## src/rtl/data_mem_pipe.sv

```systemverilog
// Single-port data memory with a fixed per-access latency, a one-deep request latch and Done/Err pulses.
// Optional macro DATA_MEM_PIPE_CLEAR_EN adds a post-reset sweep that zeroes every word.
module data_mem_pipe #(
    parameter int DW      = 8,
    parameter int AW      = 8,
    parameter int DEPTH   = 256,
    parameter int LATENCY = 1
) (
    input  logic          CLK,
    input  logic          reset_n,
    input  logic [AW-1:0] DataAddress,
    input  logic          ReadMem,
    input  logic          WriteMem,
    input  logic [DW-1:0] DataIn,
    output logic [DW-1:0] DataOut,
    output logic          Busy,
    output logic          Done,
    output logic          Err
);

`ifdef DATA_MEM_PIPE_CLEAR_EN
    typedef enum logic [1:0] {IDLE, WAIT, CLEAR} state_t;
    localparam state_t RESET_STATE = CLEAR;
    localparam logic [AW-1:0] LAST_ADDR = AW'(DEPTH - 1);
`else
    typedef enum logic {IDLE, WAIT} state_t;
    localparam state_t RESET_STATE = IDLE;
`endif

    localparam logic [3:0]  LAT     = 4'(LATENCY);
    localparam logic [AW:0] DEPTH_W = (AW+1)'(DEPTH);

    state_t        state;
    logic [3:0]    cnt;
    logic [AW-1:0] addr_q;
    logic [DW-1:0] data_q;
    logic          write_q;
    logic          in_range;
    logic          complete;
    logic          mem_we;
    logic [AW-1:0] mem_wa;
    logic [DW-1:0] mem_wd;
`ifdef DATA_MEM_PIPE_CLEAR_EN
    logic [AW-1:0] clr_addr;
`endif

    logic [DW-1:0] mem [DEPTH];

    assign in_range = ({1'b0, addr_q} < DEPTH_W);
    assign complete = (state == WAIT) && (cnt == 4'd0);
    assign Busy     = (state != IDLE);

    // The array has a single write port shared by normal writes and the clear sweep.
    always_comb begin
        mem_we = complete && write_q && in_range;
        mem_wa = addr_q;
        mem_wd = data_q;
`ifdef DATA_MEM_PIPE_CLEAR_EN
        if (state == CLEAR) begin
            mem_we = 1'b1;
            mem_wa = clr_addr;
            mem_wd = '0;
        end
`endif
    end

    always_ff @(posedge CLK) begin
        if (mem_we) begin
            mem[mem_wa] <= mem_wd;
        end
    end

    always_ff @(posedge CLK or negedge reset_n) begin
        if (!reset_n) begin
            state   <= RESET_STATE;
            cnt     <= 4'd0;
            addr_q  <= '0;
            data_q  <= '0;
            write_q <= 1'b0;
            DataOut <= '0;
            Done    <= 1'b0;
            Err     <= 1'b0;
`ifdef DATA_MEM_PIPE_CLEAR_EN
            clr_addr <= '0;
`endif
        end else begin
            Done <= 1'b0;
            Err  <= 1'b0;
            case (state)
                IDLE: begin
                    // A simultaneous read and write collapses into a write.
                    if (ReadMem || WriteMem) begin
                        addr_q  <= DataAddress;
                        data_q  <= DataIn;
                        write_q <= WriteMem;
                        cnt     <= LAT;
                        state   <= WAIT;
                    end
                end
                WAIT: begin
                    if (cnt != 4'd0) begin
                        cnt <= cnt - 4'd1;
                    end else begin
                        Done  <= 1'b1;
                        Err   <= !in_range;
                        state <= IDLE;
                        if (!write_q) begin
                            DataOut <= in_range ? mem[addr_q] : '0;
                        end
                    end
                end
`ifdef DATA_MEM_PIPE_CLEAR_EN
                CLEAR: begin
                    if (clr_addr == LAST_ADDR) begin
                        state <= IDLE;
                    end else begin
                        clr_addr <= clr_addr + 1'b1;
                    end
                end
`endif
                default: state <= IDLE;
            endcase
        end
    end

endmodule

```

## config.mk

```make
export PLATFORM = sky130hd
export DESIGN_NAME = data_mem_pipe
export DESIGN_NICKNAME = d
export VERILOG_FILES = /design/src/rtl/data_mem_pipe.sv
export SDC_FILE = /design/constraint.sdc
export NUM_CORES = 2
export LEC_CHECK = 0
export ABC_CLOCK_PERIOD_IN_PS = 5400
export CAP_MARGIN = 15
export CORE_MARGIN = 5
export CORE_UTILIZATION = 45
export CTS_CLUSTER_DIAMETER = 40
export DETAILED_ROUTE_END_ITERATION = 12
export PLACE_DENSITY = 0.69
export SLEW_MARGIN = 10
export SYNTH_ARGS = -nofsm -noshare
export SYNTH_HDL_FRONTEND = slang
export SYNTH_SLANG_ARGS = --single-unit
```

## constraint.sdc

```tcl
create_clock -name CLK -period 5.4 [get_ports CLK]
set_clock_uncertainty 0.15 [all_clocks]
set_input_delay 0.81 -clock CLK [delete_from_list [all_inputs] [get_ports CLK]]
set_output_delay 0.81 -clock CLK [all_outputs]
set_load 0.01 [all_outputs]
```

## After elaboration in Yosys (flattened, before gate mapping)

Memory sizes are Yosys's and may differ from the RTL's. A register that Yosys moved wholly into a read port is not among the register bits.
Index checks and enable logic that the tools add are counted.

| word-level totals | value |
|---|---|
| memories kept | 1 |
| memory bits (read-only) | 0 |
| bits in registers | 23 |
| output and inout bits | 11 |
| bits in writable memories | 2,048 |
| word-level logic and storage cells | 32 |
| bits of input ports | 20 |
| bits in latches | 0 |

Memory list:

| name | words | bits a word | rd ports | clocked after memory_dff | wr ports | line | RTL |
|---|---|---|---|---|---|---|---|
| mem | 256 | 8 | 1 | 1 | 1 | 47 | `logic [DW-1:0] mem [DEPTH];` |

| operators by class | value |
|---|---|
| eq/ne operators | 2 |
| bitwise logic cells | 3 |
| divide/modulo/power cells | 0 |
| muxes and demuxes | 10 |
| shifts and indexed selects | 0 |
| $lt $le $gt $ge | 0 |
| $add $sub $neg | 1 |
| reductions and logical operators | 9 |
| $mul | 0 |

Operator list:

| kind | number |
|---|---|
| two-way mux 4 bit | 2 |
| one-hot mux 4 bit (2 select lines) | 1 |
| two-way mux 1 bit | 6 |
| zero test 4 bit | 1 |
| AND reduction 2 bit | 2 |
| nonzero test 4 bit | 1 |
| subtractor 4 x 1 -> 4 bit, second input constant | 1 |
| NOT 1 bit | 3 |
| AND reduction 3 bit | 1 |
| logical AND 1 bit | 2 |
| inequality test 2 x 1 -> 1 bit, second input constant | 1 |
| inequality test 2 bit, second input constant | 1 |
| one-hot mux 1 bit (2 select lines) | 1 |
| zero test 1 bit | 1 |
| logical OR 1 bit | 1 |

## Depth between registers and ports, before layout

| depth | value |
|---|---|
| word-level depth | 5 |
| depth in mapped cells | 13 |
| mapped depth without buffers | 9 |

## Worst setup path after synthesis

OpenSTA, ideal clock, no wires.

| path | value |
|---|---|
| kind | flip-flop to flip-flop |
| start point | register data_q[0] |
| end point | memory mem[0][0], data pin |
| setup time | 0.803 ns |
| stages on the path, launching flop included | 1 |
| required time | 4.447 ns |
| setup slack | 1.268 ns |
| clock period less this slack | 4.132 ns |
| arrival time | 3.179 ns |
| path buffers | 0 |
| path through | dfrtp_1 |

RTL lines:

| element | line | RTL |
|---|---|---|
| from (decl) | 36 | `logic [DW-1:0] data_q;` |
| from (signal assigned) | 94 | `data_q <= DataIn;` |
| to (decl) | 47 |  |

Straight into the memory's write port.

==> results by group <==
Run status
  • Status: completed

Die
  • Die height: around 430 um
  • Initial Util: between 40 and 50%
  • Die Area: 189000 sq um
  • Floorplan row count: around 160
  • Io pins: 31
  • Core Footprint: about 180000 sq um
  • Die width: about 430 um

Synthesis
  • EDFF count, synth: 2048
  • Syn_area_per_cell: 20.9 sq um
  • Share of async-settable or async-resettable flops after synthesis: under 10%
  • Ranking of synthesized cells by area: edfxtp_1 (76%), mux4_2 (13%), mux2i_1 (1.7%)
  • Netlist Area Pre-Place: 81000 sq um
  • Syn. warnings: 0
  • Yosys cell types: 66
  • Syn Inst Count: a little under 4000
  • Top cell type's share of synthesized area: between 70% and 80%
  • Yosys reg bits: just over 2000
  • Sequential share of the synthesized area: around three quarters
  • Cell taking the most area after synthesis: edfxtp_1
  • Syn nets: 3891
  • Predominant post-synthesis flop cell: edfxtp_1

Layout
  • Final layout net count: between 4000 and 5000
  • Layout area overhead: 13.6%
  • Most common cell after layout, fill and taps aside: edfxtp_1
  • Layout Cells excl Fill: about 6600
  • Most frequent cells in the layout: edfxtp_1 (2048), mux4_2 (481), nor2_1 (296)
  • Layout cell share with drive strength beyond 1: 24.4%

Place
  • Gp weighted congestion: approximately 0.86
  • PortBufs: 29
  • Hpwl dp: between 100 and 150 mm
  • Placed Cells incl. Taps: about 6100

Min path
  • HP Class: reg2reg

Drt
  • Routed WL: ~200 mm
  • Starting DRT DRC Count: ~5700
  • Drt first pass iters: 6
  • Via count: between 40000 and 50000
  • Vias/cell: slightly above 6
  • Antenna Nets Post-Route: 0
  • WL per Instance: 30.6 um
  • DRC Markers: 0

STA
  • RSZ-0062 raised after global routing: false
  • Hold WS: between 300 and 400 ps
  • Period minus WS final: approximately 4500 ps
  • Slew Viols, Final: 0
  • Achievable frequency: around 0.22 GHz
  • Final Cycle Share: 83.2%
  • Final-report setup violation count: 0
  • Worst slew pin tran: 1200 ps
  • Slew headroom: between 10% and 20%
  • Final Hold Fails: 0
  • Fin Setup TNS: 0 ps

Global route
  • Number of global-route vias before repair: between 40000 and 50000
  • Overall routing resource usage: a little over a fifth
  • Grt total ovfl: 0
  • Initial antenna violation count: 2
  • First-pass GRT wire length: a little under 300 mm
  • Largest net degree at the start of global routing: around 200

Power and ir drop
  • Switch share: roughly 32%
  • Clock group share of total power: 30.5%
  • Combinational share of power: 28.1%
  • PwrDens: 561 nW/um^2
  • Net Switching: ~17 mW
  • Worst VDD drop: 520 uV
  • Internal Power: ~35 mW
  • Leak pwr: roughly 29 nW
  • Seq pwr share: roughly two fifths

Critical path
  • CP Data Arrival Time: ~5000 ps
  • Slowest cell on crit path: dfrtp_4
  • Worst path max stage delay: 920 ps
  • Most repeated library cell on the critical path: buf_4
  • Critical path, cell by cell: buf_4, buf_4, mux4_2, mux2i_1, a211oi_1, a311oi_1, a221o_1, a31oi_1
  • Type of origin of the critical path: register
  • Crit path capture type: register
  • Crit path required time: approximately 5900 ps
  • Setup CP Type: reg2reg
  • Max Fanout on Critical Path: 33

Run
  • Maximum capacitance violations: 0

CTS
  • Clk slew on worst S/H paths: roughly 60 ps
  • TritonCTS clock tree: yes
  • Root buf cell: clkbuf_16
  • Longest Clk Path Bufs: 3
  • Post_cts resized: 0
  • Worst-Skew Late Latency: between 800 and 900 ps
  • Postcts setup bufs: 0
  • CTS Buf Count: 227
  • H-tree Lvls: 4
  • Clock sink count: a little over 2000
==> worst max-delay path: cells and delay by family (launching register included) <==
| kind | cells | cell delay, ps |
|---|---|---|
| AOI/OAI and AO/OA | 4 | 1350 |
| muxes | 2 | 830 |
| DFF | 1 | 920 |
| buffers and inverters | 2 | 1040 |
==> final cells by class <==
| cell class | count | area [sq um] |
|---|---|---|
| Inverter | 8 | 33.8 |
| Clock buffer | 269 | 5880 |
| Multi-Input combinational cell | 1547 | 17400 |
| Tap cell | 2355 | 2950 |
| Clock inverter | 155 | 1850 |
| Antenna cell | 1 | 2.50 |
| Sequential cell | 2079 | 62300 |
| Timing Repair Buffer | 160 | 1590 |
| Fill cell | 13700 | 86800 |
==> power by group through the flow <==
stage / logic [mW] / clock network [mW] / registers [mW]
after floorplan: 8.51 / 0 / 22.4
final: 14.5 / 15.8 / 21.4
after global placement: 14.2 / 0 / 21.6
after global routing: 15.2 / 16.6 / 21.4
after detailed placement: 14.4 / 0 / 21.7
after CTS: 14.5 / 15.9 / 21.4
==> Yosys cell counts, types with 7 or more instances <==
master        n
o21ai_0      43
a211oi_1     30
a21oi_1      39
buf_2        55
a22o_1       12
a221oi_1      7
buf_6        29
nor2_1      298
nand2b_1      9
buf_1        10
mux4_2      481
clkbuf_1    103
o22ai_1      16
edfxtp_1   2048
nor3_1       29
buf_4        36
a311oi_1      8
o22a_1       11
nand3_1      17
o21ai_1      15
a32oi_1      27
o221ai_1      9
nand2_1     163
a22oi_1      23
mux2_2       44
a2111oi_0     8
nor2b_1      26
a31oi_1      22
mux2_1        9
dfrtp_1      31
mux2i_1     135
==> state kept, by name, summed over array words and instances (netlist names) <==
name     cells
Busy         1
write_q      1
Done         1
mem       2048
data_q       8
DataOut      8
addr_q       8
cnt          4
==> path summary, 6_finish.rpt <==
check,start,end,slack (ps),depth (start not counted)
max,addr_q[0],DataOut[4],900,8
min,cnt[0],cnt[0],380,1
max reg2reg,addr_q[0],DataOut[4],900,8
min reg2reg,cnt[0],cnt[0],380,1
max in group asynchronous,reset_n,data_q[7],3830,2
min in group asynchronous,reset_n,data_q[1],510,2
==> layer usage <==
metal	up-vias	routed length [um]	track usage, %
met5	-	11	0
li1	16400	-	-
met1	21300	77100	30.2
met3	405	21800	5.22
met2	2337	94200	32.8
met4	2	8080	7.85
==> per-stage QoR <==
stage          instance area [sq um]  power, mW  setup WS [ps]  util, %
6_report                       92000       51.6            905     51.4
5_1_grt                        92000       53.2            715     51.4
4_1_cts                        92000       51.7            912     51.4
3_5_place_dp                   84200       36.1            928     47.1
3_3_place_gp                   84200       35.9            945     47.1
2_1_floorplan                  81000       30.9           1270        -
==> logic make-up (layout without fill, tap and decap cells) <==
logic type                 after synthesis  in the layout  share of synthesized area, %
AOI/OAI and AO/OA                      305            305                          2.67
xor gates and xnor gates                 1              1                        0.0108
adders and majority gates                1              1                        0.0154
buffers and inverters                  244            592                          1.69
DFF                                   2079           2079                          76.9
muxes                                  669            669                          15.8
other                                    1              2                       0.00463
and+or+nand+nor                        570            570                          2.93
==> what timing repair did <==
item / 4_1_cts / 5_1_grt
hold buffers: 1 / 0
endpoints found under the hold margin: 31 / 0
setup endpoints to repair: 0 / 0
Power figures use the tool's default switching activity.
